$ cat src/rtl/uart_loader_pkg.sv
// Shared encodings and baud-divider helpers for the UART program loader.
// Used by uart_rx_byte and uart_prog_loader.
package uart_loader_pkg;

    typedef enum logic [1:0] {
        L_WAIT,
        L_RECV,
        L_WRITE,
        L_DONE
    } ld_state_e;

    typedef enum logic [1:0] {
        RX_IDLE,
        RX_START,
        RX_DATA,
        RX_STOP
    } rx_state_e;

    function automatic int unsigned bit_div(input int unsigned clk_hz,
                                            input int unsigned baud);
        return clk_hz / baud;
    endfunction

    function automatic int unsigned half_div(input int unsigned clk_hz,
                                             input int unsigned baud);
        return bit_div(clk_hz, baud) / 2;
    endfunction

endpackage

$ cat src/rtl/uart_rx_byte.sv
// 8N1 byte receiver: 2-FF synchroniser, mid-bit sampling at DIV clocks per bit.
// byte_valid_o / frame_err_o are single-cycle pulses at the stop-bit sample.
module uart_rx_byte
    import uart_loader_pkg::*;
#(
    parameter int unsigned DIV  = 10,
    parameter int unsigned HALF = 5
) (
    input  logic       clk_i,
    input  logic       rst_i,
    input  logic       rx_i,
    output logic [7:0] byte_o,
    output logic       byte_valid_o,
    output logic       frame_err_o
);
    localparam int unsigned CW = $clog2(DIV);
    localparam logic [CW-1:0] LAST = CW'(DIV - 1);
    localparam logic [CW-1:0] HALF_LAST = CW'(HALF - 1);

    rx_state_e     state_q, state_d;
    logic [2:0]    sync_q;
    logic [CW-1:0] cnt_q, cnt_d;
    logic [2:0]    bit_q, bit_d;
    logic [7:0]    sh_q, sh_d;
    logic          rxs, fall;

    // sync_q[1] is the synchronised line, sync_q[2] its previous value
    assign rxs  = sync_q[1];
    assign fall = sync_q[2] & ~sync_q[1];
    assign byte_o = sh_q;

    always_ff @(posedge clk_i) begin
        if (rst_i) begin
            sync_q  <= 3'b111;
            state_q <= RX_IDLE;
            cnt_q   <= '0;
            bit_q   <= '0;
            sh_q    <= '0;
        end else begin
            sync_q  <= {sync_q[1], sync_q[0], rx_i};
            state_q <= state_d;
            cnt_q   <= cnt_d;
            bit_q   <= bit_d;
            sh_q    <= sh_d;
        end
    end

    always_comb begin
        state_d      = state_q;
        cnt_d        = cnt_q;
        bit_d        = bit_q;
        sh_d         = sh_q;
        byte_valid_o = 1'b0;
        frame_err_o  = 1'b0;
        unique case (state_q)
            RX_IDLE: begin
                if (fall) begin
                    state_d = RX_START;
                    cnt_d   = '0;
                end
            end
            RX_START: begin
                if (cnt_q == HALF_LAST) begin
                    cnt_d   = '0;
                    bit_d   = '0;
                    state_d = rxs ? RX_IDLE : RX_DATA;
                end else begin
                    cnt_d = cnt_q + 1'b1;
                end
            end
            RX_DATA: begin
                if (cnt_q == LAST) begin
                    cnt_d = '0;
                    sh_d  = {rxs, sh_q[7:1]};
                    bit_d = bit_q + 3'd1;
                    if (bit_q == 3'd7) state_d = RX_STOP;
                end else begin
                    cnt_d = cnt_q + 1'b1;
                end
            end
            RX_STOP: begin
                if (cnt_q == LAST) begin
                    cnt_d        = '0;
                    state_d      = RX_IDLE;
                    byte_valid_o = rxs;
                    frame_err_o  = ~rxs;
                end else begin
                    cnt_d = cnt_q + 1'b1;
                end
            end
            default: state_d = RX_IDLE;
        endcase
    end

endmodule

$ cat src/rtl/uart_prog_loader.sv
// UART program loader: packs little-endian byte quads into word writes.
// Define UPG_ECHO_EN to retransmit each accepted byte on upg_tx_o.
module uart_prog_loader
    import uart_loader_pkg::*;
#(
    parameter int unsigned CLK_HZ       = 10_000_000,
    parameter int unsigned BAUD         = 128_000,
    parameter int unsigned ADR_W        = 15,
    parameter int unsigned IDLE_TIMEOUT = 1_000_000
) (
    input  logic             upg_clk_i,
    input  logic             upg_rst_i,
    input  logic             upg_rx_i,
    output logic             upg_clk_o,
    output logic             upg_wen_o,
    output logic [ADR_W-1:0] upg_adr_o,
    output logic [31:0]      upg_dat_o,
    output logic             upg_done_o,
    output logic             upg_err_o,
    output logic             upg_tx_o
);
    localparam int unsigned DIV = bit_div(CLK_HZ, BAUD);
    localparam int unsigned TW  = $clog2(IDLE_TIMEOUT + 1);
    localparam logic [TW-1:0]    TMO_LAST = TW'(IDLE_TIMEOUT - 1);
    localparam logic [ADR_W-1:0] ADR_LAST = '1;

    ld_state_e        state_q, state_d;
    logic [1:0]       idx_q, idx_d;
    logic [23:0]      asm_q, asm_d;
    logic [31:0]      dat_q, dat_d;
    logic [ADR_W-1:0] adr_q, adr_d;
    logic [ADR_W-1:0] wcnt_q, wcnt_d;
    logic [TW-1:0]    tmr_q, tmr_d;
    logic             err_q, err_d;
    logic [7:0]       rx_byte;
    logic             rx_valid, rx_ferr, accept;

    uart_rx_byte #(
        .DIV  (DIV),
        .HALF (half_div(CLK_HZ, BAUD))
    ) u_rx (
        .clk_i        (upg_clk_i),
        .rst_i        (upg_rst_i),
        .rx_i         (upg_rx_i),
        .byte_o       (rx_byte),
        .byte_valid_o (rx_valid),
        .frame_err_o  (rx_ferr)
    );

    assign accept     = rx_valid & ((state_q == L_WAIT) | (state_q == L_RECV));
    assign upg_clk_o  = upg_clk_i;
    assign upg_wen_o  = (state_q == L_WRITE);
    assign upg_done_o = (state_q == L_DONE);
    assign upg_adr_o  = adr_q;
    assign upg_dat_o  = dat_q;
    assign upg_err_o  = err_q;

    always_ff @(posedge upg_clk_i) begin
        if (upg_rst_i) begin
            state_q <= L_WAIT;
            idx_q   <= '0;
            asm_q   <= '0;
            dat_q   <= '0;
            adr_q   <= '0;
            wcnt_q  <= '0;
            tmr_q   <= '0;
            err_q   <= 1'b0;
        end else begin
            state_q <= state_d;
            idx_q   <= idx_d;
            asm_q   <= asm_d;
            dat_q   <= dat_d;
            adr_q   <= adr_d;
            wcnt_q  <= wcnt_d;
            tmr_q   <= tmr_d;
            err_q   <= err_d;
        end
    end

    always_comb begin
        state_d = state_q;
        idx_d   = idx_q;
        asm_d   = asm_q;
        dat_d   = dat_q;
        adr_d   = adr_q;
        wcnt_d  = wcnt_q;
        tmr_d   = tmr_q;
        err_d   = err_q;
        if (rx_ferr && state_q != L_DONE) err_d = 1'b1;
        unique case (state_q)
            L_WAIT, L_RECV: begin
                // an arriving byte beats a timer expiring in the same cycle
                if (accept) begin
                    tmr_d = '0;
                    idx_d = idx_q + 2'd1;
                    if (idx_q == 2'd3) begin
                        dat_d   = {rx_byte, asm_q};
                        adr_d   = wcnt_q;
                        state_d = L_WRITE;
                    end else begin
                        asm_d[{idx_q, 3'b000} +: 8] = rx_byte;
                        state_d = L_RECV;
                    end
                end else if (state_q == L_RECV) begin
                    if (tmr_q == TMO_LAST) begin
                        state_d = L_DONE;
                        if (idx_q != 2'd0) err_d = 1'b1;
                    end else begin
                        tmr_d = tmr_q + 1'b1;
                    end
                end
            end
            L_WRITE: begin
                tmr_d = tmr_q + 1'b1;
                if (wcnt_q == ADR_LAST) begin
                    state_d = L_DONE;
                end else begin
                    wcnt_d  = wcnt_q + 1'b1;
                    state_d = L_RECV;
                end
            end
            L_DONE: ;
            default: state_d = L_WAIT;
        endcase
    end

`ifdef UPG_ECHO_EN
    localparam int unsigned CW = $clog2(DIV);
    localparam logic [CW-1:0] TX_LAST = CW'(DIV - 1);

    logic [9:0]    tx_sh_q;
    logic [CW-1:0] tx_cnt_q;
    logic [3:0]    tx_bits_q;
    logic          tx_busy_q;

    // bytes accepted while a previous echo is in flight are not echoed
    always_ff @(posedge upg_clk_i) begin
        if (upg_rst_i) begin
            tx_sh_q   <= '1;
            tx_cnt_q  <= '0;
            tx_bits_q <= '0;
            tx_busy_q <= 1'b0;
        end else if (!tx_busy_q && accept) begin
            tx_sh_q   <= {1'b1, rx_byte, 1'b0};
            tx_cnt_q  <= '0;
            tx_bits_q <= '0;
            tx_busy_q <= 1'b1;
        end else if (tx_busy_q) begin
            if (tx_cnt_q == TX_LAST) begin
                tx_cnt_q <= '0;
                tx_sh_q  <= {1'b1, tx_sh_q[9:1]};
                if (tx_bits_q == 4'd9) tx_busy_q <= 1'b0;
                else tx_bits_q <= tx_bits_q + 4'd1;
            end else begin
                tx_cnt_q <= tx_cnt_q + 1'b1;
            end
        end
    end

    assign upg_tx_o = tx_busy_q ? tx_sh_q[0] : 1'b1;
`else
    assign upg_tx_o = 1'b1;
`endif

endmodule
$ cat config.mk
export PLATFORM = sky130hd
export DESIGN_NAME = uart_prog_loader
export DESIGN_NICKNAME = d
export VERILOG_FILES = /design/src/rtl/uart_loader_pkg.sv /design/src/rtl/uart_rx_byte.sv /design/src/rtl/uart_prog_loader.sv
export SDC_FILE = /design/constraint.sdc
export NUM_CORES = 1
export LEC_CHECK = 0
export ABC_AREA = 1
export BUFFER_PORTS_ARGS = -buffer_cell sky130_fd_sc_hd__buf_2
export CAP_MARGIN = 20
export CORE_AREA = 8 8 119 121
export CTS_CLUSTER_DIAMETER = 30
export DETAILED_ROUTE_END_ITERATION = 10
export DIE_AREA = 0 0 127 129
export GPL_TIMING_DRIVEN = 1
export HOLD_SLACK_MARGIN = 0.12
export PLACE_DENSITY = 0.66
export SLEW_MARGIN = 40
export SYNTH_ARGS = -nofsm -noshare
export SYNTH_HDL_FRONTEND = slang
export SYNTH_SLANG_ARGS = --single-unit
$ cat constraint.sdc
create_clock -name upg_clk_i -period 2.1 [get_ports upg_clk_i]
set_input_delay 0.42 -clock upg_clk_i [delete_from_list [all_inputs] [get_ports upg_clk_i]]
set_output_delay 0.42 -clock upg_clk_i [all_outputs]
set_load 0.02 [all_outputs]
==> results of run 1 <==
[critical path: stages (launching register included)]
cell	delay (ps)
sky130_fd_sc_hd__dfxtp_1	380
sky130_fd_sc_hd__inv_1	90
sky130_fd_sc_hd__nor2_1	320
sky130_fd_sc_hd__buf_2	250
[state kept, by name (all words and copies together) (netlist names), named ones only]
signal and flops:
u_rx.bit_q 3, upg_dat_o 32, u_rx.state_q 1, idx_q 2, upg_adr_o 15, asm_q 24, tmr_q 20, u_rx.byte_o 8
u_rx.sync_q 3, u_rx.cnt_q 7, state_q 2, wcnt_q 15, upg_err_o 1
[path summary, 6_finish.rpt]
kind,start,end,depth (start not counted)
hold / removal,upg_rst_i,u_rx.sync_q[2]$_SDFF_PP1_,3
hold reg to reg,u_rx.sync_q[0]$_SDFF_PP1_,u_rx.sync_q[1]$_SDFF_PP1_,1
setup / recovery,state_q[1]$_SDFFE_PP0P_,upg_wen_o,3
setup reg to reg,u_rx.cnt_q[0]$_SDFFE_PP0P_,asm_q[14]$_SDFFE_PP0P_,9
[power breakdown]
part	total [mW]	switching, mW	internal [mW]
Combinational	0.155	0.105	0.0503
Sequential	2.57	0.0121	2.55
Clock	3.28	1.18	2.10
Total	6.00	1.30	4.70
[layer usage]
metal  vias to the layer above  wire length, um
met1                      2462             6690
met4                         0              382
met2                       107             6540
li1                       2854                -
met5                         -                0
met3                        32              647
[synthesized netlist by cell type]
cell type / count
sky130_fd_sc_hd__a21oi_2: 1
sky130_fd_sc_hd__ha_1: 12
sky130_fd_sc_hd__o21ai_0: 91
sky130_fd_sc_hd__clkbuf_1: 17
sky130_fd_sc_hd__nor3b_1: 1
sky130_fd_sc_hd__nor4_1: 1
sky130_fd_sc_hd__a21oi_1: 101
sky130_fd_sc_hd__nand3_2: 2
sky130_fd_sc_hd__inv_1: 91
sky130_fd_sc_hd__buf_2: 11
sky130_fd_sc_hd__clkinv_1: 2
sky130_fd_sc_hd__conb_1: 1
sky130_fd_sc_hd__nand4_1: 7
sky130_fd_sc_hd__nand2_4: 1
sky130_fd_sc_hd__buf_6: 5
sky130_fd_sc_hd__o21ai_1: 1
sky130_fd_sc_hd__nand2_2: 6
sky130_fd_sc_hd__o21bai_1: 1
sky130_fd_sc_hd__or2_1: 1
sky130_fd_sc_hd__a31oi_1: 1
sky130_fd_sc_hd__nand3_1: 25
sky130_fd_sc_hd__nand2_1: 160
sky130_fd_sc_hd__nor3_1: 16
sky130_fd_sc_hd__and3_1: 16
sky130_fd_sc_hd__dfxtp_1: 134
sky130_fd_sc_hd__a41oi_1: 1
sky130_fd_sc_hd__nor2_4: 2
sky130_fd_sc_hd__xor2_1: 15
sky130_fd_sc_hd__nor2_2: 3
sky130_fd_sc_hd__nand3b_1: 2
sky130_fd_sc_hd__o22ai_1: 1
sky130_fd_sc_hd__buf_4: 3
sky130_fd_sc_hd__nor2_1: 111
sky130_fd_sc_hd__or2_2: 2
[metrics by stage]
step / std cells / hold slack (ps)
3_5_place_dp: 1030 / 410
3_3_place_gp: 1030 / 403
2_1_floorplan: 845 / 389
6_report: 1068 / 319
4_1_cts: 1065 / 305
5_1_grt: 1068 / 342
[area by class of cell]
| class | instances | share of cell area, % |
|---|---|---|
| clock inverters | 10 | 1.68 |
| inverters | 93 | 4.94 |
| multi-input cells | 582 | 39.1 |
| well taps | 150 | 2.60 |
| repair buffers | 74 | 6.85 |
| flip-flops and latches | 134 | 37.2 |
| clock buffers | 25 | 7.63 |
[layout by cell type, fill, tap and decap left out, drive strengths merged]
cell type / synthesis / routed
a21oi: 102 / 102
a31oi: 1 / 1
a41oi: 1 / 1
and3: 16 / 16
buf: 19 / 74
bufinv: 0 / 2
clkbuf: 17 / 24
clkinv: 2 / 3
clkinvlp: 0 / 6
conb: 1 / 1
dfxtp: 134 / 134
dlygate4sd3: 0 / 1
ha: 12 / 12
inv: 91 / 92
nand2: 167 / 167
nand3: 27 / 27
nand3b: 2 / 2
nand4: 7 / 7
nor2: 116 / 116
nor3: 16 / 16
nor3b: 1 / 1
nor4: 1 / 1
o21ai: 92 / 92
o21bai: 1 / 1
o22ai: 1 / 1
or2: 3 / 3
xor2: 15 / 15
[cells by family after synthesis]
kind of cell,synth area share [%]
buffers and inverters,9.05
other,0.0621
adder cells (fa/ha/maj),2.48
XOR/XNOR,2.17
AO/OA/AOI/OAI,16.6
flip-flops,44.4
AND/OR/NAND/NOR,25.2
[what timing repair did]
| action | in CTS | in global routing |
|---|---|---|
| gates resized for setup | 0 | 5 |
| setup buffers | 0 | 3 |
| hold buffers | 1 | 0 |
| endpoints found under the hold margin | 1 | 0 |
| endpoints found under the setup margin | 0 | 8 |
==> flow_summary.html, run 1 <==
<table>
<tr><th>Metric</th><th>Value</th></tr>
<tr><th colspan="2">Run status</th></tr>
<tr><td>Result of the run</td><td>finished clean</td></tr>
<tr><th colspan="2">STA</th></tr>
<tr><td>Final Max Slew Viols</td><td>0</td></tr>
<tr><td>Final-report setup violation count</td><td>0</td></tr>
<tr><td>Maximum clock skew at final layout</td><td>7.96 ps</td></tr>
<tr><td>Final Cycle Share</td><td>a little over nine tenths</td></tr>
<tr><td>Clock period minus final worst setup slack</td><td>around 2000 ps</td></tr>
<tr><td>Peak Freq</td><td>505 MHz</td></tr>
<tr><td>Final hold vios</td><td>0</td></tr>
<tr><td>Sum Neg Setup Slack</td><td>0 ps</td></tr>
<tr><td>Unrepaired setup endpoints after global routing</td><td>no</td></tr>
<tr><td>Final worst-path setup slack</td><td>around 120 ps</td></tr>
<tr><th colspan="2">Clock tree</th></tr>
<tr><td>CTS tree</td><td>yes</td></tr>
<tr><td>Clock-pin slew reported for the worst setup and hold paths after clock tree synthesis</td><td>roughly 60 ps</td></tr>
<tr><td>Clock latency on the worst-skew pair</td><td>530 ps</td></tr>
<tr><th colspan="2">Power and ir drop</th></tr>
<tr><td>Lkg Pwr</td><td>roughly 3.1 nW</td></tr>
<tr><td>Pwr/cell area</td><td>832 mW/mm^2</td></tr>
<tr><td>Worst ir drop on vdd</td><td>around 0.00051 V</td></tr>
<tr><td>Overall power</td><td>~6 mW</td></tr>
<tr><th colspan="2">Detailed routing</th></tr>
<tr><td>Total routed wirelength</td><td>~14000 um</td></tr>
<tr><td>Routed Antenna Nets</td><td>0</td></tr>
<tr><td>First-pass DRT Iterations</td><td>5</td></tr>
<tr><td>Drt wl/cell</td><td>between 10 and 15 um</td></tr>
<tr><td>Remaining routing DRC violations</td><td>0</td></tr>
<tr><td>Vias per cell</td><td>slightly above 5</td></tr>
<tr><td>Total vias in the final route</td><td>5455</td></tr>
<tr><td>Iteration-0 DRC count of the detailed router</td><td>290</td></tr>
<tr><th colspan="2">Logic synthesis</th></tr>
<tr><td>Warnings from Yosys</td><td>0</td></tr>
<tr><td>Portion of synthesized cell area occupied by the leading cell type</td><td>approximately 44%</td></tr>
<tr><td>Flip-flop and latch count after synthesis</td><td>around 130</td></tr>
<tr><td>Post-synthesis cell count</td><td>845</td></tr>
<tr><td>Post-synthesis sequential area ratio</td><td>~44%</td></tr>
<tr><td>Post-synth cell types</td><td>34</td></tr>
<tr><td>Synth area leader</td><td>sky130_fd_sc_hd__dfxtp_1</td></tr>
<tr><td>Area of the mapped netlist</td><td>between 0.006 and 0.007 sq mm</td></tr>
<tr><td>Post-Syn Nets</td><td>860</td></tr>
<tr><td>Top area cells in the synthesized netlist</td><td>sky130_fd_sc_hd__dfxtp_1, sky130_fd_sc_hd__nand2_1, sky130_fd_sc_hd__a21oi_1, sky130_fd_sc_hd__o21ai_0, sky130_fd_sc_hd__nor2_1</td></tr>
<tr><td>Average instance area after synthesis</td><td>7.15 sq um</td></tr>
<tr><th colspan="2">GRT</th></tr>
<tr><td>Grt met1 use</td><td>about 22%</td></tr>
<tr><td>GRT busiest layer</td><td>met2</td></tr>
<tr><td>Antenna violations before repair</td><td>0</td></tr>
<tr><td>Met3 Track Usage GR</td><td>under 10%</td></tr>
<tr><td>Largest net degree at the start of global routing</td><td>42</td></tr>
<tr><td>M2 GR Usage</td><td>slightly below 30%</td></tr>
<tr><td>Via count of the first global-routing pass</td><td>approximately 5200</td></tr>
<tr><td>First-pass GRT wire length</td><td>~24000 um</td></tr>
<tr><td>All-Layer GR Usage</td><td>18.3%</td></tr>
<tr><td>Final global-route overflow total</td><td>0</td></tr>
<tr><th colspan="2">Floorplanning</th></tr>
<tr><td>Core area</td><td>between 0.01 and 0.015 sq mm</td></tr>
<tr><td>Die footprint</td><td>0.0164 sq mm</td></tr>
<tr><td>Standard-cell rows</td><td>between 40 and 50</td></tr>
<tr><td>Ports placed on the boundary</td><td>55</td></tr>
<tr><td>Die X</td><td>approximately 130 um</td></tr>
<tr><td>Overall die height</td><td>129 um</td></tr>
<tr><td>Initial core utilization</td><td>49.1%</td></tr>
<tr><th colspan="2">Worst setup path</th></tr>
<tr><td>Kind of critical path</td><td>flop to output port</td></tr>
<tr><td>Flop2flop setup slack</td><td>~190 ps</td></tr>
<tr><td>Arrival time of the worst setup path</td><td>about 1600 ps</td></tr>
<tr><td>Maximum fanout encountered on the critical timing path</td><td>4</td></tr>
<tr><td>Critical path endpoint category</td><td>output port</td></tr>
<tr><td>Required @ worst endpoint</td><td>between 1500 and 2000 ps</td></tr>
<tr><td>Sort of element at the start of the critical path</td><td>flop</td></tr>
<tr><th colspan="2">Finish</th></tr>
<tr><td>Fraction of final layout cells with drive strength greater than 1</td><td>between 10 and 15%</td></tr>
<tr><td>Area taken by multi-input logic gates</td><td>0.00282 sq mm</td></tr>
<tr><td>Fill cells</td><td>between 1000 and 1500</td></tr>
<tr><td>Total area of sequential cells</td><td>0.00268 sq mm</td></tr>
<tr><td>Net total in the final layout</td><td>slightly above 900</td></tr>
<tr><td>Final antenna diode count</td><td>0</td></tr>
<tr><td>Core utilization of the finished layout</td><td>between 50% and 60%</td></tr>
<tr><td>Synthesis-to-finish area growth</td><td>19.4%</td></tr>
<tr><td>Post-route cell area</td><td>roughly 0.007 sq mm</td></tr>
<tr><th colspan="2">Worst hold path</th></tr>
<tr><td>Worst hold path type</td><td>input pin to flop</td></tr>
<tr><th colspan="2">Run</th></tr>
<tr><td>Max-cap violations</td><td>0</td></tr>
<tr><th colspan="2">Place</th></tr>
<tr><td>PortBufs</td><td>53</td></tr>
<tr><td>Detailed placer's ending HPWL</td><td>slightly above 10000 um</td></tr>
<tr><td>Worst slack, placed</td><td>between 150 and 200 ps</td></tr>
<tr><td>Area after detailed placement</td><td>between 0.006 and 0.007 sq mm</td></tr>
<tr><td>RePlAce Congestion</td><td>~0.9</td></tr>
</table>
No activity file was read; power rests on OpenSTA's default activity.
==> inputs of run 2 (changes only) <==
--- a/config.mk
+++ b/config.mk
@@ -6,15 +6,17 @@
 export NUM_CORES = 1
 export LEC_CHECK = 0
 export ABC_AREA = 1
-export BUFFER_PORTS_ARGS = -buffer_cell sky130_fd_sc_hd__buf_2
+export BUFFER_PORTS_ARGS = -buffer_cell sky130_fd_sc_hd__buf_4
 export CAP_MARGIN = 20
 export CORE_AREA = 8 8 119 121
 export CTS_CLUSTER_DIAMETER = 30
+export CTS_CLUSTER_SIZE = 12
 export DETAILED_ROUTE_END_ITERATION = 10
 export DIE_AREA = 0 0 127 129
 export GPL_TIMING_DRIVEN = 1
 export HOLD_SLACK_MARGIN = 0.12
 export PLACE_DENSITY = 0.66
+export SKIP_LAST_GASP = 1
 export SLEW_MARGIN = 40
 export SYNTH_ARGS = -nofsm -noshare
 export SYNTH_HDL_FRONTEND = slang
==> flow_summary.html, run 2 (synthesized netlist as in run 1, its figures left out) <==
<table>
<tr><th>Metric</th><th>Value</th></tr>
<tr><th colspan="2">Worst setup path</th></tr>
<tr><td>Kind of critical path</td><td>flop to flop</td></tr>
<tr><td>Number of cells on the worst reg-to-reg path</td><td>10 (+1)</td></tr>
<tr><td>Slowest cell on the critical path</td><td>sky130_fd_sc_hd__dfxtp_1</td></tr>
<tr><td>Cell family contributing the most delay on the critical path</td><td>simple AND/OR/NAND/NOR gates</td></tr>
<tr><td>Worst reg2reg path startpoint</td><td>u_rx.cnt_q[0]$_SDFFE_PP0P_</td></tr>
<tr><td>Required @ worst endpoint</td><td>2550 ps (+870 ps)</td></tr>
<tr><td>Flop2flop setup slack</td><td>150 ps (-40 ps)</td></tr>
<tr><td>Crit-path cells</td><td>ha_1, nand3_2, nor2_4, nand2_4, buf_12, nor2_4, buf_12, buf_12, o21ai_0, a21oi_1</td></tr>
<tr><td>Worst setup path startpoint</td><td>u_rx.cnt_q[0]$_SDFFE_PP0P_</td></tr>
<tr><td>Count of buffer and inverter cells on the critical path</td><td>3 (+1)</td></tr>
<tr><td>Critical path endpoint category</td><td>flop</td></tr>
<tr><td>Maximum fanout encountered on the critical timing path</td><td>33 (+29)</td></tr>
<tr><td>Arrival time of the worst setup path</td><td>2410 ps (+850 ps)</td></tr>
<tr><td>Dominant cell type by count on the critical path</td><td>sky130_fd_sc_hd__buf_12</td></tr>
<tr><td>Endpoint of the worst register-to-register path</td><td>upg_dat_o[16]$_SDFFE_PP0P_</td></tr>
<tr><td>Sort of element at the start of the critical path</td><td>flop</td></tr>
<tr><td>Delay of the slowest cell on the worst path</td><td>410 ps (+30 ps)</td></tr>
<tr><th colspan="2">STA</th></tr>
<tr><td>Transition time at the pin with the least slew margin</td><td>between 600 and 700 ps</td></tr>
<tr><td>Final Cycle Share</td><td>93.0% (-1.2 points)</td></tr>
<tr><td>Final-report setup violation count</td><td>0 (unchanged)</td></tr>
<tr><td>Worst hold margin</td><td>217 ps (-102 ps)</td></tr>
<tr><td>Final Max Slew Viols</td><td>0 (unchanged)</td></tr>
<tr><td>Maximum clock skew at final layout</td><td>8.72 ps (+0.754 ps)</td></tr>
<tr><td>Final hold vios</td><td>0 (unchanged)</td></tr>
<tr><td>Peak Freq</td><td>512 MHz (+1.3%)</td></tr>
<tr><td>Clock period minus final worst setup slack</td><td>1950 ps (-26.1 ps)</td></tr>
<tr><td>Worst slew margin relative to its limit</td><td>58.8%</td></tr>
<tr><th colspan="2">Clock tree</th></tr>
<tr><td>Clock-pin slew reported for the worst setup and hold paths after clock tree synthesis</td><td>60 ps (about the same)</td></tr>
<tr><td>CTS tree</td><td>yes</td></tr>
<tr><td>Clock latency on the worst-skew pair</td><td>540 ps (about the same)</td></tr>
<tr><th colspan="2">Place</th></tr>
<tr><td>Area after detailed placement</td><td>0.00662 sq mm (+1.8%)</td></tr>
<tr><td>PortBufs</td><td>53 (unchanged)</td></tr>
<tr><td>Detailed placer's ending HPWL</td><td>9970 um (-1.6%)</td></tr>
<tr><td>RePlAce Congestion</td><td>0.879 (-2.6%)</td></tr>
<tr><th colspan="2">GRT</th></tr>
<tr><td>Final global-route overflow total</td><td>0 (unchanged)</td></tr>
<tr><td>Via count of the first global-routing pass</td><td>5331 (+2.9%)</td></tr>
<tr><td>Antenna violations before repair</td><td>0 (unchanged)</td></tr>
<tr><td>Largest net degree at the start of global routing</td><td>91 (+120%)</td></tr>
<tr><td>All-Layer GR Usage</td><td>18.3% (+0.045 points)</td></tr>
<tr><td>First-pass GRT wire length</td><td>24400 um (+1.3%)</td></tr>
<tr><th colspan="2">Detailed routing</th></tr>
<tr><td>Remaining routing DRC violations</td><td>0 (unchanged)</td></tr>
<tr><td>Highest routing layer actually used</td><td>met4</td></tr>
<tr><td>Iteration-0 DRC count of the detailed router</td><td>363 (+25%)</td></tr>
<tr><td>Met2 Routed Length</td><td>7250 um (+11%)</td></tr>
<tr><td>Routed Antenna Nets</td><td>0 (unchanged)</td></tr>
<tr><td>First-pass DRT Iterations</td><td>4 (-1)</td></tr>
<tr><td>Total vias in the final route</td><td>5529 (+1.4%)</td></tr>
<tr><td>Drt wl/cell</td><td>13.9 um (+4.0%)</td></tr>
<tr><td>Sum of met3 wire segment lengths after detailed routing</td><td>844 um (+30%)</td></tr>
<tr><td>Total routed wirelength</td><td>14800 um (+4.1%)</td></tr>
<tr><td>Post-Route M1 WL</td><td>6530 um (-2.3%)</td></tr>
<tr><td>Vias per cell</td><td>5.17 (+1.3%)</td></tr>
<tr><th colspan="2">Power and ir drop</th></tr>
<tr><td>Pwr/cell area</td><td>797 mW/mm^2 (-4.2%)</td></tr>
<tr><td>Worst ir drop on vdd</td><td>0.000806 V (+57%)</td></tr>
<tr><td>Overall power</td><td>5.87 mW (-2.1%)</td></tr>
<tr><td>Lkg Pwr</td><td>3.11 nW (+0.34%)</td></tr>
<tr><th colspan="2">Floorplanning</th></tr>
<tr><td>Die footprint</td><td>0.0164 sq mm (unchanged)</td></tr>
<tr><td>Ports placed on the boundary</td><td>55 (unchanged)</td></tr>
<tr><td>Standard-cell rows</td><td>41 (unchanged)</td></tr>
<tr><td>Overall die height</td><td>129 um (unchanged)</td></tr>
<tr><td>Initial core utilization</td><td>49.1% (unchanged)</td></tr>
<tr><td>Die X</td><td>127 um (unchanged)</td></tr>
<tr><td>Core area</td><td>0.0123 sq mm (unchanged)</td></tr>
<tr><th colspan="2">Finish</th></tr>
<tr><td>Most common cell after layout, fill and taps aside</td><td>sky130_fd_sc_hd__nand2_1</td></tr>
<tr><td>Fraction of final layout cells with drive strength greater than 1</td><td>14.3% (+0.20 points)</td></tr>
<tr><td>Net total in the final layout</td><td>921 (unchanged)</td></tr>
<tr><td>Synthesis-to-finish area growth</td><td>22.0%</td></tr>
<tr><td>Post-route cell area</td><td>0.00737 sq mm (+2.2%)</td></tr>
<tr><td>Final antenna diode count</td><td>0 (unchanged)</td></tr>
<tr><td>Largest register FFs</td><td>32 (unchanged)</td></tr>
<tr><td>Core utilization of the finished layout</td><td>59.9% (+1.3 points)</td></tr>
<tr><td>Fill cells</td><td>1153 (+0.44%)</td></tr>
<tr><td>Most frequent cells in the layout</td><td>sky130_fd_sc_hd__nand2_1, sky130_fd_sc_hd__dfxtp_1, sky130_fd_sc_hd__nor2_1, sky130_fd_sc_hd__a21oi_1, sky130_fd_sc_hd__o21ai_0</td></tr>
<tr><th colspan="2">Worst hold path</th></tr>
<tr><td>Depth of the worst hold-timing path</td><td>3 (unchanged)</td></tr>
<tr><td>Endpoint with the worst hold slack</td><td>u_rx.sync_q[2]$_SDFF_PP1_</td></tr>
<tr><td>Worst hold path type</td><td>input pin to flop</td></tr>
<tr><td>Launch instance of the worst min-delay path</td><td>upg_rst_i</td></tr>
<tr><th colspan="2">Run status</th></tr>
<tr><td>Result of the run</td><td>finished clean</td></tr>
<tr><th colspan="2">Run</th></tr>
<tr><td>Max-cap violations</td><td>0 (unchanged)</td></tr>
</table>
-- run 2: cell types whose count changed in the layout (fill, tap and decap cells not counted), sizes merged --
cell	previous run	this run
clkinv	3	6
clkbuf	24	22
inv	92	93
clkinvlp	6	8
buf	74	72
bufinv	2	1
-- run 2: tightest hold or removal path: cells and delay by family --
family                 cells  cell delay [ps]
buffers and inverters      2              210
AND/OR/NAND/NOR            1               90
-- run 2: stage by stage --
step	TNS, ps	setup WS, ps	std cells
after floorplan	0	409	845
after global placement	0	248	1026
after detailed placement	0	172	1026
after CTS	0	143	1062
after global routing	-19.1	-7.30	1069
final	0	147	1069
-- run 2: power breakdown --
part / total, mW / internal (mW) / switching (mW) / leakage [nW]
Sequential: 2.57 / 2.55 / 0.0120 / 1.08
Clock: 3.16 / 1.93 / 1.23 / 0.307
Combinational: 0.145 / 0.0406 / 0.105 / 1.73
-- run 2: final cells by class --
cell class	instances	area [sq um]	area share [%]
multi-input combinational	582	2830	38.4
sequential	134	2680	36.4
timing repair buffer	73	656	8.89
clock buffer	22	522	7.08
inverter	93	357	4.84
tap	150	188	2.55
clock inverter	14	126	1.71
timing repair inverter	1	7.51	0.102
-- run 2: timing repair --
action,in CTS,in global routing
hold endpoints to repair,1,0
hold buffers,1,0
buffers inserted,0,5
endpoints found under the setup margin,0,15
gates resized for setup,0,7
-- run 2: worst max-delay path by stage --
stage,endpoint,slack (ps),depth (start not counted)
after floorplan,asm_q[22]$_SDFFE_PP0P_,410,10
after CTS,upg_dat_o[12]$_SDFFE_PP0P_,140,9
after global routing,wcnt_q[6]$_SDFFE_PP0P_,-7,12
after detailed placement,upg_dat_o[11]$_SDFFE_PP0P_,170,9
final,upg_dat_o[16]$_SDFFE_PP0P_,150,10
after global placement,upg_dat_o[29]$_SDFFE_PP0P_,250,9
-- run 2: metal layers --
metal  track usage [%]  vias to the layer above
li1                  -                     2852
met1              21.2                     2549
met2              31.1                      109
met3              5.25                       19
met4              7.77                        0
met5                 0                        -
==> inputs of run 3 (changes only) <==
--- a/config.mk
+++ b/config.mk
@@ -8,16 +8,18 @@
 export ABC_AREA = 1
 export BUFFER_PORTS_ARGS = -buffer_cell sky130_fd_sc_hd__buf_4
 export CAP_MARGIN = 20
-export CORE_AREA = 8 8 119 121
+export CORE_AREA = 8 8 121 123
+export CTS_BUF_LIST = sky130_fd_sc_hd__clkbuf_8
 export CTS_CLUSTER_DIAMETER = 30
 export CTS_CLUSTER_SIZE = 12
 export DETAILED_ROUTE_END_ITERATION = 10
-export DIE_AREA = 0 0 127 129
+export DIE_AREA = 0 0 129 131
 export GPL_TIMING_DRIVEN = 1
 export HOLD_SLACK_MARGIN = 0.12
-export PLACE_DENSITY = 0.66
+export PLACE_DENSITY = 0.65
 export SKIP_LAST_GASP = 1
 export SLEW_MARGIN = 40
 export SYNTH_ARGS = -nofsm -noshare
 export SYNTH_HDL_FRONTEND = slang
+export SYNTH_HIERARCHICAL = 1
 export SYNTH_SLANG_ARGS = --single-unit
==> flow_summary.html, run 3 <==
<table>
<tr><th>Metric</th><th>Value</th></tr>
<tr><th colspan="2">Logic synthesis</th></tr>
<tr><td>Average instance area after synthesis</td><td>7.66 sq um (+7.1%)</td></tr>
<tr><td>Area of the mapped netlist</td><td>0.00618 sq mm (+2.3%)</td></tr>
<tr><td>Fraction of registers with async set or reset after synthesis</td><td>0% (unchanged)</td></tr>
<tr><td>Most used flip-flop cell after synthesis</td><td>sky130_fd_sc_hd__dfxtp_1</td></tr>
<tr><td>Portion of synthesized cell area occupied by the leading cell type</td><td>43.4% (-0.98 points)</td></tr>
<tr><td>Most frequently used cell type in the post-synthesis netlist</td><td>sky130_fd_sc_hd__nand2_1</td></tr>
<tr><td>Post-Syn Nets</td><td>822 (-4.4%)</td></tr>
<tr><td>Flip-flop and latch count after synthesis</td><td>134 (unchanged)</td></tr>
<tr><td>Top area cells in the synthesized netlist</td><td>sky130_fd_sc_hd__dfxtp_1, sky130_fd_sc_hd__nand2_1, sky130_fd_sc_hd__a21oi_1, sky130_fd_sc_hd__nand3_1, sky130_fd_sc_hd__nor2_1</td></tr>
<tr><td>Warnings from Yosys</td><td>6 (+6)</td></tr>
<tr><td>List of most frequent post-synthesis cells</td><td>sky130_fd_sc_hd__nand2_1, sky130_fd_sc_hd__dfxtp_1, sky130_fd_sc_hd__a21oi_1, sky130_fd_sc_hd__nand3_1, sky130_fd_sc_hd__nor2_1</td></tr>
<tr><td>Post-synth cell types</td><td>45 (+32%)</td></tr>
<tr><td>Synth area leader</td><td>sky130_fd_sc_hd__dfxtp_1</td></tr>
<tr><td>Post-synthesis sequential area ratio</td><td>43.4% (-0.98 points)</td></tr>
<tr><td>Post-synthesis cell count</td><td>807 (-4.5%)</td></tr>
<tr><td>EDFF count, synth</td><td>0 (unchanged)</td></tr>
<tr><th colspan="2">GRT</th></tr>
<tr><td>Largest net degree at the start of global routing</td><td>42 (-54%)</td></tr>
<tr><td>First-pass GRT wire length</td><td>24600 um (+0.56%)</td></tr>
<tr><td>Via count of the first global-routing pass</td><td>5308 (-0.43%)</td></tr>
<tr><td>Antenna violations before repair</td><td>0 (unchanged)</td></tr>
<tr><td>All-Layer GR Usage</td><td>18.0% (-0.26 points)</td></tr>
<tr><td>Final global-route overflow total</td><td>0 (unchanged)</td></tr>
<tr><th colspan="2">Place</th></tr>
<tr><td>RePlAce Congestion</td><td>0.919 (+4.5%)</td></tr>
<tr><td>Area after detailed placement</td><td>0.00679 sq mm (+2.6%)</td></tr>
<tr><td>Placed Cells incl. Taps</td><td>1021 (-0.49%)</td></tr>
<tr><td>Worst slack, placed</td><td>-13.9 ps (-185 ps)</td></tr>
<tr><td>PortBufs</td><td>53 (unchanged)</td></tr>
<tr><td>Detailed placer's ending HPWL</td><td>10500 um (+5.2%)</td></tr>
<tr><th colspan="2">Clock tree</th></tr>
<tr><td>CTS tree</td><td>yes</td></tr>
<tr><td>Clock-pin slew reported for the worst setup and hold paths after clock tree synthesis</td><td>80 ps (+20 ps)</td></tr>
<tr><td>Clock latency on the worst-skew pair</td><td>550 ps (about the same)</td></tr>
<tr><th colspan="2">Detailed routing</th></tr>
<tr><td>Routed Antenna Nets</td><td>0 (unchanged)</td></tr>
<tr><td>First-pass DRT Iterations</td><td>6 (+2)</td></tr>
<tr><td>Iteration-0 DRC count of the detailed router</td><td>351 (-3.3%)</td></tr>
<tr><td>Total routed wirelength</td><td>14600 um (-1.8%)</td></tr>
<tr><td>Total vias in the final route</td><td>5510 (-0.34%)</td></tr>
<tr><td>Remaining routing DRC violations</td><td>0 (unchanged)</td></tr>
<tr><td>Drt wl/cell</td><td>13.7 um (-1.2%)</td></tr>
<tr><td>Vias per cell</td><td>5.19 (+0.31%)</td></tr>
<tr><th colspan="2">Worst setup path</th></tr>
<tr><td>Delay of the slowest cell on the worst path</td><td>330 ps (-80 ps)</td></tr>
<tr><td>Crit-path cells</td><td>inv_2, ha_4, nand2_4, nor2_4, nand2_4, inv_2, nand3_2, nor2_4, inv_2, nor2_4, inv_2, nor2_4, nand2_2, clkinv_4, buf_4, o211a_1</td></tr>
<tr><td>Maximum fanout encountered on the critical timing path</td><td>12 (-64%)</td></tr>
<tr><td>Count of buffer and inverter cells on the critical path</td><td>6 (+3)</td></tr>
<tr><td>Slowest cell on the critical path</td><td>sky130_fd_sc_hd__dfxtp_2</td></tr>
<tr><td>Arrival time of the worst setup path</td><td>2460 ps (+50 ps)</td></tr>
<tr><td>Kind of critical path</td><td>flop to flop</td></tr>
<tr><td>Required @ worst endpoint</td><td>2600 ps (+50 ps)</td></tr>
<tr><td>Critical path endpoint category</td><td>flop</td></tr>
<tr><td>Number of cells on the worst reg-to-reg path</td><td>16 (+6)</td></tr>
<tr><td>Cell family contributing the most delay on the critical path</td><td>simple AND/OR/NAND/NOR gates</td></tr>
<tr><td>Sort of element at the start of the critical path</td><td>flop</td></tr>
<tr><td>Cell count along the critical path</td><td>16 (+6)</td></tr>
<tr><th colspan="2">STA</th></tr>
<tr><td>Clock period minus final worst setup slack</td><td>1970 ps (+16.6 ps)</td></tr>
<tr><td>Final-report setup violation count</td><td>0 (unchanged)</td></tr>
<tr><td>Final Cycle Share</td><td>93.8% (+0.79 points)</td></tr>
<tr><td>Unrepaired setup endpoints after global routing</td><td>yes</td></tr>
<tr><td>Sum Neg Setup Slack</td><td>0 ps (unchanged)</td></tr>
<tr><td>Final worst-path setup slack</td><td>131 ps (-16.6 ps)</td></tr>
<tr><td>Peak Freq</td><td>508 MHz (-0.84%)</td></tr>
<tr><td>Final Max Slew Viols</td><td>0 (unchanged)</td></tr>
<tr><td>Final hold vios</td><td>0 (unchanged)</td></tr>
<tr><td>Maximum clock skew at final layout</td><td>7.22 ps (-1.50 ps)</td></tr>
<tr><th colspan="2">Finish</th></tr>
<tr><td>Final antenna diode count</td><td>0 (unchanged)</td></tr>
<tr><td>Most common cell after layout, fill and taps aside</td><td>sky130_fd_sc_hd__nand2_1</td></tr>
<tr><td>Net total in the final layout</td><td>888 (-3.6%)</td></tr>
<tr><td>Fraction of final layout cells with drive strength greater than 1</td><td>21.3% (+7.1 points)</td></tr>
<tr><td>Post-route cell area</td><td>0.00738 sq mm (about the same)</td></tr>
<tr><td>Fill cells</td><td>1182 (+2.5%)</td></tr>
<tr><td>Synthesis-to-finish area growth</td><td>19.4%</td></tr>
<tr><td>Area taken by multi-input logic gates</td><td>0.00306 sq mm (+8.0%)</td></tr>
<tr><td>Post-layout instance count excluding filler cells</td><td>1062 (-0.65%)</td></tr>
<tr><td>Core utilization of the finished layout</td><td>57.3% (-2.6 points)</td></tr>
<tr><td>Total area of sequential cells</td><td>0.00269 sq mm (about the same)</td></tr>
<tr><td>Most frequent cells in the layout</td><td>sky130_fd_sc_hd__nand2_1, sky130_fd_sc_hd__dfxtp_1, sky130_fd_sc_hd__a21oi_1, sky130_fd_sc_hd__buf_4, sky130_fd_sc_hd__nand3_1</td></tr>
<tr><td>Largest register FFs</td><td>32 (unchanged)</td></tr>
<tr><th colspan="2">Power and ir drop</th></tr>
<tr><td>Lkg Pwr</td><td>2.96 nW (-4.9%)</td></tr>
<tr><td>Pwr/cell area</td><td>737 mW/mm^2 (-7.5%)</td></tr>
<tr><td>Worst ir drop on vdd</td><td>0.000595 V (-26%)</td></tr>
<tr><td>Int Power</td><td>4.10 mW (-9.5%)</td></tr>
<tr><td>Clock power share</td><td>45.5% (-8.4 points)</td></tr>
<tr><td>Portion of total power attributed to combinational logic</td><td>6.7% (+4.2 points)</td></tr>
<tr><td>Net switching power figure</td><td>1.34 mW (-0.73%)</td></tr>
<tr><td>Sw Share</td><td>24.7% (+1.7 points)</td></tr>
<tr><td>Sequential power share</td><td>47.8% (+4.1 points)</td></tr>
<tr><th colspan="2">Floorplanning</th></tr>
<tr><td>Initial core utilization</td><td>48.0% (-1.1 points)</td></tr>
<tr><td>Ports placed on the boundary</td><td>55 (unchanged)</td></tr>
<tr><td>Standard-cell rows</td><td>42 (+2.4%)</td></tr>
<tr><td>Die X</td><td>129 um (+1.6%)</td></tr>
<tr><td>Overall die height</td><td>131 um (+1.6%)</td></tr>
<tr><td>Core area</td><td>0.0129 sq mm (+4.6%)</td></tr>
<tr><td>Die footprint</td><td>0.0169 sq mm (+3.1%)</td></tr>
<tr><th colspan="2">Worst hold path</th></tr>
<tr><td>Depth of the worst hold-timing path</td><td>2 (-1)</td></tr>
<tr><td>Worst hold path type</td><td>input pin to flop</td></tr>
<tr><th colspan="2">Run status</th></tr>
<tr><td>Result of the run</td><td>finished clean</td></tr>
<tr><th colspan="2">Run</th></tr>
<tr><td>Max-cap violations</td><td>0 (unchanged)</td></tr>
</table>
run 3: cell types whose count changed after synthesis, sizes merged, moves of 7 or more:
cell | previous run | this run
o21ai | 92 | 50
nand4 | 7 | 14
inv | 91 | 68
nor2 | 116 | 72
and3 | 16 | 0
a31oi | 1 | 8
nand3 | 27 | 76
a21oi | 102 | 93
nor3 | 16 | 23
o211a | 0 | 16
xor2 | 15 | 5
nand2 | 167 | 174
run 3: final timing paths:
check                             start                         to  slack [ps]
max          u_rx/cnt_q[1]$_SDFFE_PP0P_     asm_q[22]$_SDFFE_PP0P_         130
min                           upg_rst_i  upg_adr_o[5]$_SDFFE_PP0P_         220
max reg2reg  u_rx/cnt_q[1]$_SDFFE_PP0P_     asm_q[22]$_SDFFE_PP0P_         130
min reg2reg   u_rx/sync_q[0]$_SDFF_PP1_  u_rx/sync_q[1]$_SDFF_PP1_         410
run 3: area by class of cell:
cell class	count	area share [%]
clock inverters	12	2.07
multi-input cells	563	41.5
repair inverters	1	0.102
repair buffers	83	8.91
flip-flops and latches	134	36.4
inverters	69	3.68
clock buffers	24	4.39
well taps	176	2.99
run 3: worst reg2reg max path, stage by stage (launching register included):
cell and delay (ps):
sky130_fd_sc_hd__dfxtp_2 330, sky130_fd_sc_hd__inv_2 80, sky130_fd_sc_hd__ha_4 130, sky130_fd_sc_hd__nand2_4 50, sky130_fd_sc_hd__nor2_4 120, sky130_fd_sc_hd__nand2_4 60, sky130_fd_sc_hd__inv_2 50, sky130_fd_sc_hd__nand3_2 80
sky130_fd_sc_hd__nor2_4 140, sky130_fd_sc_hd__inv_2 60, sky130_fd_sc_hd__nor2_4 110, sky130_fd_sc_hd__inv_2 60, sky130_fd_sc_hd__nor2_4 180, sky130_fd_sc_hd__nand2_2 110, sky130_fd_sc_hd__clkinv_4 90, sky130_fd_sc_hd__buf_4 130
sky130_fd_sc_hd__o211a_1 140
run 3: timing repair:
action / 4_1_cts / 5_1_grt
hold buffers: 1 / 0
setup buffers: 0 / 4
pin swaps: 0 / 5
gates cloned: 0 / 1
setup endpoints to repair: 23 / 81
hold endpoints to repair: 1 / 0
gates resized for setup: 1 / 21
run 3: power by group through the flow:
| stage | clock network [mW] | registers (mW) | logic [mW] |
|---|---|---|---|
| floorplan | 0.0556 | 2.66 | 0.271 |
| global route | 2.65 | 2.60 | 0.399 |
| global placement | 0.0556 | 2.66 | 0.339 |
| CTS | 2.53 | 2.60 | 0.356 |
| detailed placement | 0.0556 | 2.66 | 0.353 |
| finish | 2.47 | 2.60 | 0.365 |
run 3: per-layer routing:
layer	global-route usage [%]	wire length, um	part of all wire [%]
met5	0	0	0
met4	6.98	195	1.3
met3	4.83	663	4.6
met2	30.4	7140	49
met1	21.5	6570	45
run 3: cells by family (layout without fill, tap and decap cells):
logic type	count (synthesis)	in the layout	synth area share (%)
AO/OA/AOI/OAI	173	173	16.5
adder cells (fa/ha/maj)	12	12	2.43
buffers and inverters	110	189	8.02
flip-flops	134	134	43.4
XOR/XNOR	8	8	1.13
other	1	1	0.0607
AND/OR/NAND/NOR	369	369	28.4
run 3: stage by stage:
step           hold slack (ps)  power (mW)
6_report                   219        5.44
3_3_place_gp               391        3.05
4_1_cts                    202        5.49
2_1_floorplan              389        2.98
3_5_place_dp               393        3.07
5_1_grt                    209        5.65
